==> src/rtl/gd_pkg.sv <==
// Shared widths and FSM state type for the gradient-descent sweep controller.
package gd_pkg;

  localparam int X_W       = 32;
  localparam int Y_W       = 64;
  localparam int FRAC_BITS = 8;

  typedef enum logic [1:0] {
    IDLE,
    ISSUE,
    RELEASE
  } sweep_state_e;

endpackage

==> src/rtl/gd_best_tracker.sv <==
// Running-minimum register for a sweep: keeps the first point, then any strictly smaller y.
module gd_best_tracker
  import gd_pkg::*;
#(
  parameter int IDX_W = 1
) (
  input  logic             clk,
  input  logic             clear_i,
  input  logic             first_i,
  input  logic             update_i,
  input  logic [IDX_W-1:0] idx_i,
  input  logic [X_W-1:0]   x_i,
  input  logic [Y_W-1:0]   y_i,
  output logic [IDX_W-1:0] best_index_o,
  output logic [X_W-1:0]   best_x_o,
  output logic [Y_W-1:0]   best_y_o
);

  logic [IDX_W-1:0] best_index_q;
  logic [X_W-1:0]   best_x_q;
  logic [Y_W-1:0]   best_y_q;
  logic             take;

  // Strict less-than so a tie leaves the earlier index in place.
  assign take = update_i && (first_i || ($signed(y_i) < $signed(best_y_q)));

  always_ff @(posedge clk) begin
    if (clear_i) begin
      best_index_q <= '0;
      best_x_q     <= '0;
      best_y_q     <= '0;
    end else if (take) begin
      best_index_q <= idx_i;
      best_x_q     <= x_i;
      best_y_q     <= y_i;
    end
  end

  assign best_index_o = best_index_q;
  assign best_x_o     = best_x_q;
  assign best_y_o     = best_y_q;

endmodule

==> src/rtl/gd_sweep_controller.sv <==
// Drives the core start_op/done_op handshake over NUM_POINTS descending starting points.
// Optional watchdog enabled by defining GD_SWEEP_TIMEOUT_EN.
module gd_sweep_controller
  import gd_pkg::*;
#(
  parameter int             NUM_POINTS     = 10,
  parameter logic [X_W-1:0] X_STEP         = X_W'(1) << FRAC_BITS,
  parameter int             TIMEOUT_CYCLES = 4096,
  localparam int            IDX_W          = (NUM_POINTS > 1) ? $clog2(NUM_POINTS) : 1
) (
  input  logic             clk,
  input  logic             rst,
  input  logic             sweep_start,
  input  logic [X_W-1:0]   x_start,
  output logic             core_start_op,
  output logic [X_W-1:0]   core_x_init,
  input  logic [X_W-1:0]   core_x_at_min,
  input  logic [Y_W-1:0]   core_y_min,
  input  logic             core_done_op,
  output logic             res_valid,
  output logic [IDX_W-1:0] res_index,
  output logic [X_W-1:0]   res_x_init,
  output logic [X_W-1:0]   res_x_at_min,
  output logic [Y_W-1:0]   res_y_min,
  output logic [IDX_W-1:0] best_index,
  output logic [X_W-1:0]   best_x_at_min,
  output logic [Y_W-1:0]   best_y_min,
  output logic             sweep_busy,
  output logic             sweep_done,
  output logic             timeout_err
);

  if (NUM_POINTS < 1 || TIMEOUT_CYCLES < 1) begin : g_cfg_check
    $error("gd_sweep_controller: NUM_POINTS and TIMEOUT_CYCLES must be at least 1");
  end

  sweep_state_e     state_q;
  logic [IDX_W-1:0] k_q;
  logic [X_W-1:0]   x_q, x_d;
  logic             start_q, res_valid_q, busy_q, done_q;
  logic [IDX_W-1:0] res_index_q;
  logic [X_W-1:0]   res_x_init_q, res_x_at_min_q;
  logic [Y_W-1:0]   res_y_min_q;
  logic             last_point, accept, capture, progress, timeout_fire;

  assign x_d        = x_q - X_STEP;
  assign last_point = (k_q == IDX_W'(NUM_POINTS - 1));
  // The sweep_done cycle is already IDLE, but a request landing there is still refused.
  assign accept     = (state_q == IDLE) && sweep_start && !done_q;
  assign capture    = (state_q == ISSUE) && core_done_op;
  assign progress   = capture || ((state_q == RELEASE) && !core_done_op);

`ifdef GD_SWEEP_TIMEOUT_EN
  localparam int CNT_W = $clog2(TIMEOUT_CYCLES + 1);

  logic [CNT_W-1:0] cnt_q;
  logic             timeout_err_q;

  // A handshake step on the limit cycle wins over the watchdog.
  assign timeout_fire = (state_q != IDLE) && !progress &&
                        (cnt_q == CNT_W'(TIMEOUT_CYCLES - 1));

  always_ff @(posedge clk) begin
    if (rst) begin
      cnt_q         <= '0;
      timeout_err_q <= 1'b0;
    end else begin
      if (state_q == IDLE || progress || timeout_fire) begin
        cnt_q <= '0;
      end else begin
        cnt_q <= cnt_q + 1'b1;
      end
      if (accept) begin
        timeout_err_q <= 1'b0;
      end else if (timeout_fire) begin
        timeout_err_q <= 1'b1;
      end
    end
  end

  assign timeout_err = timeout_err_q;
`else
  assign timeout_fire = 1'b0;
  assign timeout_err  = 1'b0;
`endif

  always_ff @(posedge clk) begin
    if (rst) begin
      state_q        <= IDLE;
      k_q            <= '0;
      x_q            <= '0;
      start_q        <= 1'b0;
      res_valid_q    <= 1'b0;
      busy_q         <= 1'b0;
      done_q         <= 1'b0;
      res_index_q    <= '0;
      res_x_init_q   <= '0;
      res_x_at_min_q <= '0;
      res_y_min_q    <= '0;
    end else begin
      res_valid_q <= 1'b0;
      done_q      <= 1'b0;
      case (state_q)
        IDLE: begin
          if (accept) begin
            k_q     <= '0;
            x_q     <= x_start;
            start_q <= 1'b1;
            busy_q  <= 1'b1;
            state_q <= ISSUE;
          end
        end
        ISSUE: begin
          if (timeout_fire) begin
            start_q <= 1'b0;
            busy_q  <= 1'b0;
            done_q  <= 1'b1;
            state_q <= IDLE;
          end else if (core_done_op) begin
            start_q        <= 1'b0;
            res_valid_q    <= 1'b1;
            res_index_q    <= k_q;
            res_x_init_q   <= x_q;
            res_x_at_min_q <= core_x_at_min;
            res_y_min_q    <= core_y_min;
            state_q        <= RELEASE;
          end
        end
        RELEASE: begin
          if (timeout_fire) begin
            busy_q  <= 1'b0;
            done_q  <= 1'b1;
            state_q <= IDLE;
          end else if (!core_done_op) begin
            if (last_point) begin
              busy_q  <= 1'b0;
              done_q  <= 1'b1;
              state_q <= IDLE;
            end else begin
              k_q     <= k_q + 1'b1;
              x_q     <= x_d;
              start_q <= 1'b1;
              state_q <= ISSUE;
            end
          end
        end
        default: state_q <= IDLE;
      endcase
    end
  end

  gd_best_tracker #(
    .IDX_W(IDX_W)
  ) u_best (
    .clk         (clk),
    .clear_i     (rst),
    .first_i     (k_q == '0),
    .update_i    (capture),
    .idx_i       (k_q),
    .x_i         (core_x_at_min),
    .y_i         (core_y_min),
    .best_index_o(best_index),
    .best_x_o    (best_x_at_min),
    .best_y_o    (best_y_min)
  );

  assign core_start_op = start_q;
  assign core_x_init   = x_q;
  assign res_valid     = res_valid_q;
  assign res_index     = res_index_q;
  assign res_x_init    = res_x_init_q;
  assign res_x_at_min  = res_x_at_min_q;
  assign res_y_min     = res_y_min_q;
  assign sweep_busy    = busy_q;
  assign sweep_done    = done_q;

endmodule

==> config.mk <==
export PLATFORM = sky130hd
export DESIGN_NAME = gd_sweep_controller
export DESIGN_NICKNAME = d
export VERILOG_FILES = /design/src/rtl/gd_pkg.sv /design/src/rtl/gd_best_tracker.sv /design/src/rtl/gd_sweep_controller.sv
export SDC_FILE = /design/constraint.sdc
export NUM_CORES = 1
export LEC_CHECK = 0
export BUFFER_PORTS_ARGS = -buffer_cell sky130_fd_sc_hd__clkbuf_2
export CORE_UTILIZATION = 46
export DETAILED_ROUTE_END_ITERATION = 8
export MAX_ROUTING_LAYER = met4
export PLACE_DENSITY = 0.83
export SYNTH_ARGS = -nofsm -noshare
export SYNTH_HDL_FRONTEND = slang
export SYNTH_SLANG_ARGS = --single-unit
export TNS_END_PERCENT = 1
==> constraint.sdc <==
create_clock -name clk -period 2.7 [get_ports clk]
set_clock_uncertainty 0.05 [all_clocks]
set_input_delay 0.54 -clock clk [delete_from_list [all_inputs] [get_ports clk]]
set_output_delay 0.54 -clock clk [all_outputs]
set_load 0.1 [all_outputs]
-- After elaboration in Yosys (flattened, before gate mapping)
Cells that the tools add are included.
- bits in read-only memories: 0
- input bits: 132
- RAM bits: 0
- memories kept: 0
- logic and storage cells: 67
- bits in latches: 0
- output and inout port bits: 269
- flip-flop bits (word level): 274
- reductions and logical operators: 17
- multipliers: 0
- div/mod/pow operators: 0
- mux-type cells: 23
- equal/unequal tests: 8
- $add $sub $neg: 2
- order comparisons: 1
- shift operators: 0
- bitwise operators: 2
- operator list (kind ; count):
    $mux W32 ; 3
    $lt A64 B64 Y1 ; 1
    $pmux W32 S2 ; 1
    $sub A32 B9 Y32 const B ; 1
    $mux W4 ; 3
    $ne A2 B2 Y1 const B ; 5
    $mux W1 ; 9
    $pmux W4 S2 ; 1
    $reduce_and A4 Y1 ; 2
    $mux W2 ; 3
    $pmux W2 S3 ; 1
    $reduce_and A5 Y1 ; 1
    $add A4 B1 Y4 const B ; 1
    $eq A4 B4 Y1 const B ; 1
    $logic_and A1 B1 Y1 ; 4
    $logic_not A4 Y1 ; 1
    $pmux W1 S3 ; 1
    $reduce_and A3 Y1 ; 1
    $reduce_bool A3 Y1 ; 1
    $reduce_or A3 Y1 ; 1
    $eq A2 B1 Y1 const B ; 1
    $eq A2 B2 Y1 const B ; 1
    $logic_not A2 Y1 ; 1
    $not A1 Y1 ; 2
    other kinds (6) ; 6

-- Longest topological paths before layout
- depth in word-level cells: 5
- gate-level depth with buffers: 12
- depth with buffers taken out: 10

-- Modules after synthesis
From an unflattened synthesis, not the netlist that was laid out.
- cells, all modules: 1536
- area, all modules: 12917.4 um^2
- by module, submodules not included (module ; seq. area each (um^2) ; area each (um^2) ; times used ; cells each):
    gd_sweep_controller ; 3483.3 ; 6862.8 ; 1 ; 874
    gd_best_tracker ; 2001.9 ; 6054.6 ; 1 ; 662

-- Least setup slack after synthesis
OpenSTA, ideal clock, no wires.
- path kind: register to register
- start point: register u_best.best_y_q[63], in the netlist u_best.best_y_o[63]
- end point: register u_best.best_y_q[63], in the netlist u_best.best_y_o[63]
- arrival: 3.029 ns
- library setup time: 0.128 ns
- buffers on the path: 2
- setup slack: -0.506 ns
- cell stages (with the launch flop): 13
- period minus slack after synthesis: 3.206 ns
- required time: 2.522 ns
- cell sequence: dfxtp_1 inv_1 ha_1 and4_1 and4b_1 and3_1 o2bb2ai_1 a41oi_1 o211ai_1 buf_2 buf_4 mux2i_1 nor2_1
- longest elaborated chain between the ends: 3
- ends and longest elaborated chain (what ; line ; source):
    start, declared ; gd_best_tracker.sv:21 ; logic [Y_W-1:0] best_y_q;
    start signal, assigned ; gd_best_tracker.sv:35 ; best_y_q <= y_i;
    $lt A64 B64 Y1 ; gd_best_tracker.sv:25 ; assign take = update_i && (first_i || ($signed(y_i) < $signed(best_y_q)));
    $logic_or A1 B1 Y1 ; gd_best_tracker.sv:25 ;
    $logic_and A1 B1 Y1 ; gd_best_tracker.sv:25 ;
No other way between the ends.
A chain may end at the register's enable or synchronous reset.

-- Final worst setup path
- start point: register u_best.best_y_q[55], in the netlist u_best.best_y_o[55]
- end point: register u_best.best_y_q[19], in the netlist u_best.best_y_o[19]
Same word-level chain as after synthesis.

==> impl_metrics.ini <==
[run_status]
status = finished, violations left
violations = setup timing

[die]
initial_core_util_pct = 47.0
fp.dieH_um = 162
io_pins = 401
fp-row-count = 58
die_area_um2 = 26300
coreArea_um2 = 25200
die_x_um = 162

[global_routing]
grt_use_total_pct = 26.9
grt_max_degree = 134
grt_pass1_vias = 11231
antenna_found_initial = 0
gr-total-overflow = 0
grt_pass1_wl_mm = 55.8

[routing]
firstDrtPassIters = 5
vias_per_cell = 5.35
ant_nets = 0
route.detailed.drc = 0
totalWireLength_mm = 38.5
drt_iter0_markers = 976
vias = 11976
wl_per_cell_um = 17.2

[yosys]
seq_area_frac_synth_pct = 46.4
ys_ff_latch = 274
syn_avg_cell_area_um2 = 8.31
synth_cell_types = 59
synth_nets = 1622
netlist_area_um2 = 11800
yosys.area.top_type = dfxtp_1
yosys_warnings = 0
synth_edf_count = 0
synthArstFlopShare_pct = 0
synth.top_cell.area_share_pct = 46.4
synthTopCellsByArea = dfxtp_1 46%, nand2_1 10%, mux2i_1 8.4%
syn_inst = 1423
synthFlopType = dfxtp_1

[power_and_ir_drop]
p_leak_nw = 7.80
ir_worst_vdd_mv = 0.527
power_mw = 11.4
power_density_nw_per_um2 = 678

[timing]
finalSetupViolations = 70
fmax_mhz = 345
min_period_ps = 2900
min_period_over_period_pct = 107
rsz0062_at_grt = yes
slew_violations = 0
tightest_slew_ps = 695
postLayoutSetupSlackWorst_ps = -199
hold_viol = 0
relSlewSlack_pct = 53.6

[cells_and_area]
seq_area_um2 = 5620
area_delta_synth_final_pct = 41.7
diodes = 0
stdcell_area_um2 = 16700
drive_above_1_share_pct = 38.1
final_nets = 2084
fillerInstances = 1886
multiInputGateArea_um2 = 6250

[worst_setup_path]
critPathLaunchType = flop
critPathKind = reg -> reg
cp_max_fo = 5
cp.required_ps = 3080
endpoint_kind = flop
cp.arrival_ps = 3270

[clocking]
htreeDepth = 1
cts_tree = yes
cts_hold_buf = 0
cts.path.max_buffers = 3
cts_buffers = 30
cts_sinks = 274
path_clk_slew_ps = 60
clock-root-buffer = clkbuf_16
clock_latency_ps = 550

[placed_design]
dpl.hpwl_mm = 25.4
placed_area_um2 = 14900
place_congestion = 0.879
io_buffers = 399

[hold_path]
hold_path.class = in -> reg

[job]
max_cap_viol_count = 0
## routing by layer
metal  vias to the layer above  wire, um  global-route usage [%]  share of wire, %
met4                         0      1350                    9.56               3.5
met2                       476     19400                    47.4                51
met1                      5676     15300                    30.6                40
met5                         -         0                       -                 0
li1                       5713         -                       -                 -
met3                       111      2420                    4.11               6.3
## layout make-up
| class | instances | area share (%) |
|---|---|---|
| repair buffers | 519 | 18.9 |
| well taps | 330 | 2.47 |
| inverters | 73 | 1.65 |
| flip-flops and latches | 274 | 33.6 |
| clock buffers | 43 | 5.27 |
| multi-input cells | 987 | 37.3 |
| clock inverters | 11 | 0.814 |
## state kept, by name, summed over array words and instances, names as in the netlist, 2 cells and up
register             count
res_y_min               64
k_q                      4
u_best.best_index_o      4
res_x_init              32
u_best.best_x_o         32
core_x_init             32
res_index                4
u_best.best_y_o         64
state_q                  2
res_x_at_min            32
## worst paths after layout
path | slack [ps] | from | cells after the start | end
max | -200 | u_best.best_y_o[55] | 13 | u_best.best_y_o[19]
min | 170 | x_start[2] | 3 | core_x_init[2]
max reg2reg | -200 | u_best.best_y_o[55] | 13 | u_best.best_y_o[19]
min reg2reg | 400 | res_x_at_min[11] | 2 | res_x_at_min[11]
## cell usage after synthesis (2+ instances only)
cell type  number
o211ai_1        2
a21oi_1       195
nand3_1        10
or3_1           3
a31oi_1         2
clkbuf_1       66
and4_1          5
a22oi_1         7
o22ai_1         4
o21ai_0        39
and4b_1         2
nand2_1       323
xnor2_1         2
buf_4          12
buf_2           4
or4_4           2
a211oi_1       10
nand3b_1        2
nor4_4          2
nor2b_1         2
nor4_1          3
a22o_1          2
nor2_1        138
o31ai_1         3
dfxtp_1       274
nand2b_1        4
xor2_1          2
a311oi_1        3
o32ai_1         2
buf_1           6
ha_1           67
a221oi_1        4
inv_1          73
a41oi_1         2
and2_1          2
nand4_1         8
mux2i_1        99
nor3_1         16
## cell families after synthesis
| family | Yosys count | share of synthesized area (%) |
|---|---|---|
| flip-flops | 274 | 46.4 |
| XOR/XNOR | 4 | 0.296 |
| adder cells (fa/ha/maj) | 67 | 7.09 |
| AO/OA/AOI/OAI | 283 | 13.2 |
| buffers and inverters | 162 | 5.65 |
| multiplexers | 99 | 8.38 |
| AND/OR/NAND/NOR | 533 | 19.0 |
| other | 1 | 0.0317 |
## metrics by stage
step	setup TNS [ps]	hold WS, ps	util (%)	worst slack, ps	instances
floorplan	-2490	431	-	-27.1	1423
global placement	-28590	390	59.2	-327	2166
detailed placement	-33780	395	59.2	-403	2166
CTS	-5970	144	63.3	-114	2220
global route	-11990	145	66.5	-296	2237
finish	-4380	168	66.5	-199	2237
## timing repair
action,4_1_cts,5_1_grt
buffers inserted,0,12
setup endpoints to repair,98,102
gates cloned,0,5
gates resized for setup,3,110
pin swaps,1,30
## placed cells by master (no fill, tap or decap), types with 14 or more instances in the layout
master,n
a21oi_2,15
o21ai_0,27
clkbuf_16,36
dfxtp_1,208
nand2_1,319
dfxtp_2,45
clkbuf_2,398
nor3_1,14
ha_4,27
a21oi_1,178
inv_1,61
ha_1,40
buf_4,95
dfxtp_4,21
mux2i_1,98
nor2_1,136
## power by group
group          leakage, nW  internal, mW  total (mW)  switching [mW]
clock                0.498          2.55        4.23            1.68
sequential            2.26          4.21        4.36           0.147
combinational         5.04         0.731        2.77            2.04
## worst max-delay path: stages, from the launching register on
cell	delay (ps)
dfxtp_4	350
inv_2	50
ha_4	260
and4_4	230
and4b_2	280
and3_4	230
o2bb2ai_4	110
a41oi_2	50
o211ai_1	230
buf_4	210
clkbuf_16	170
buf_6	140
mux2i_1	320
nor2_1	70
(Power assumes the default switching activity.)
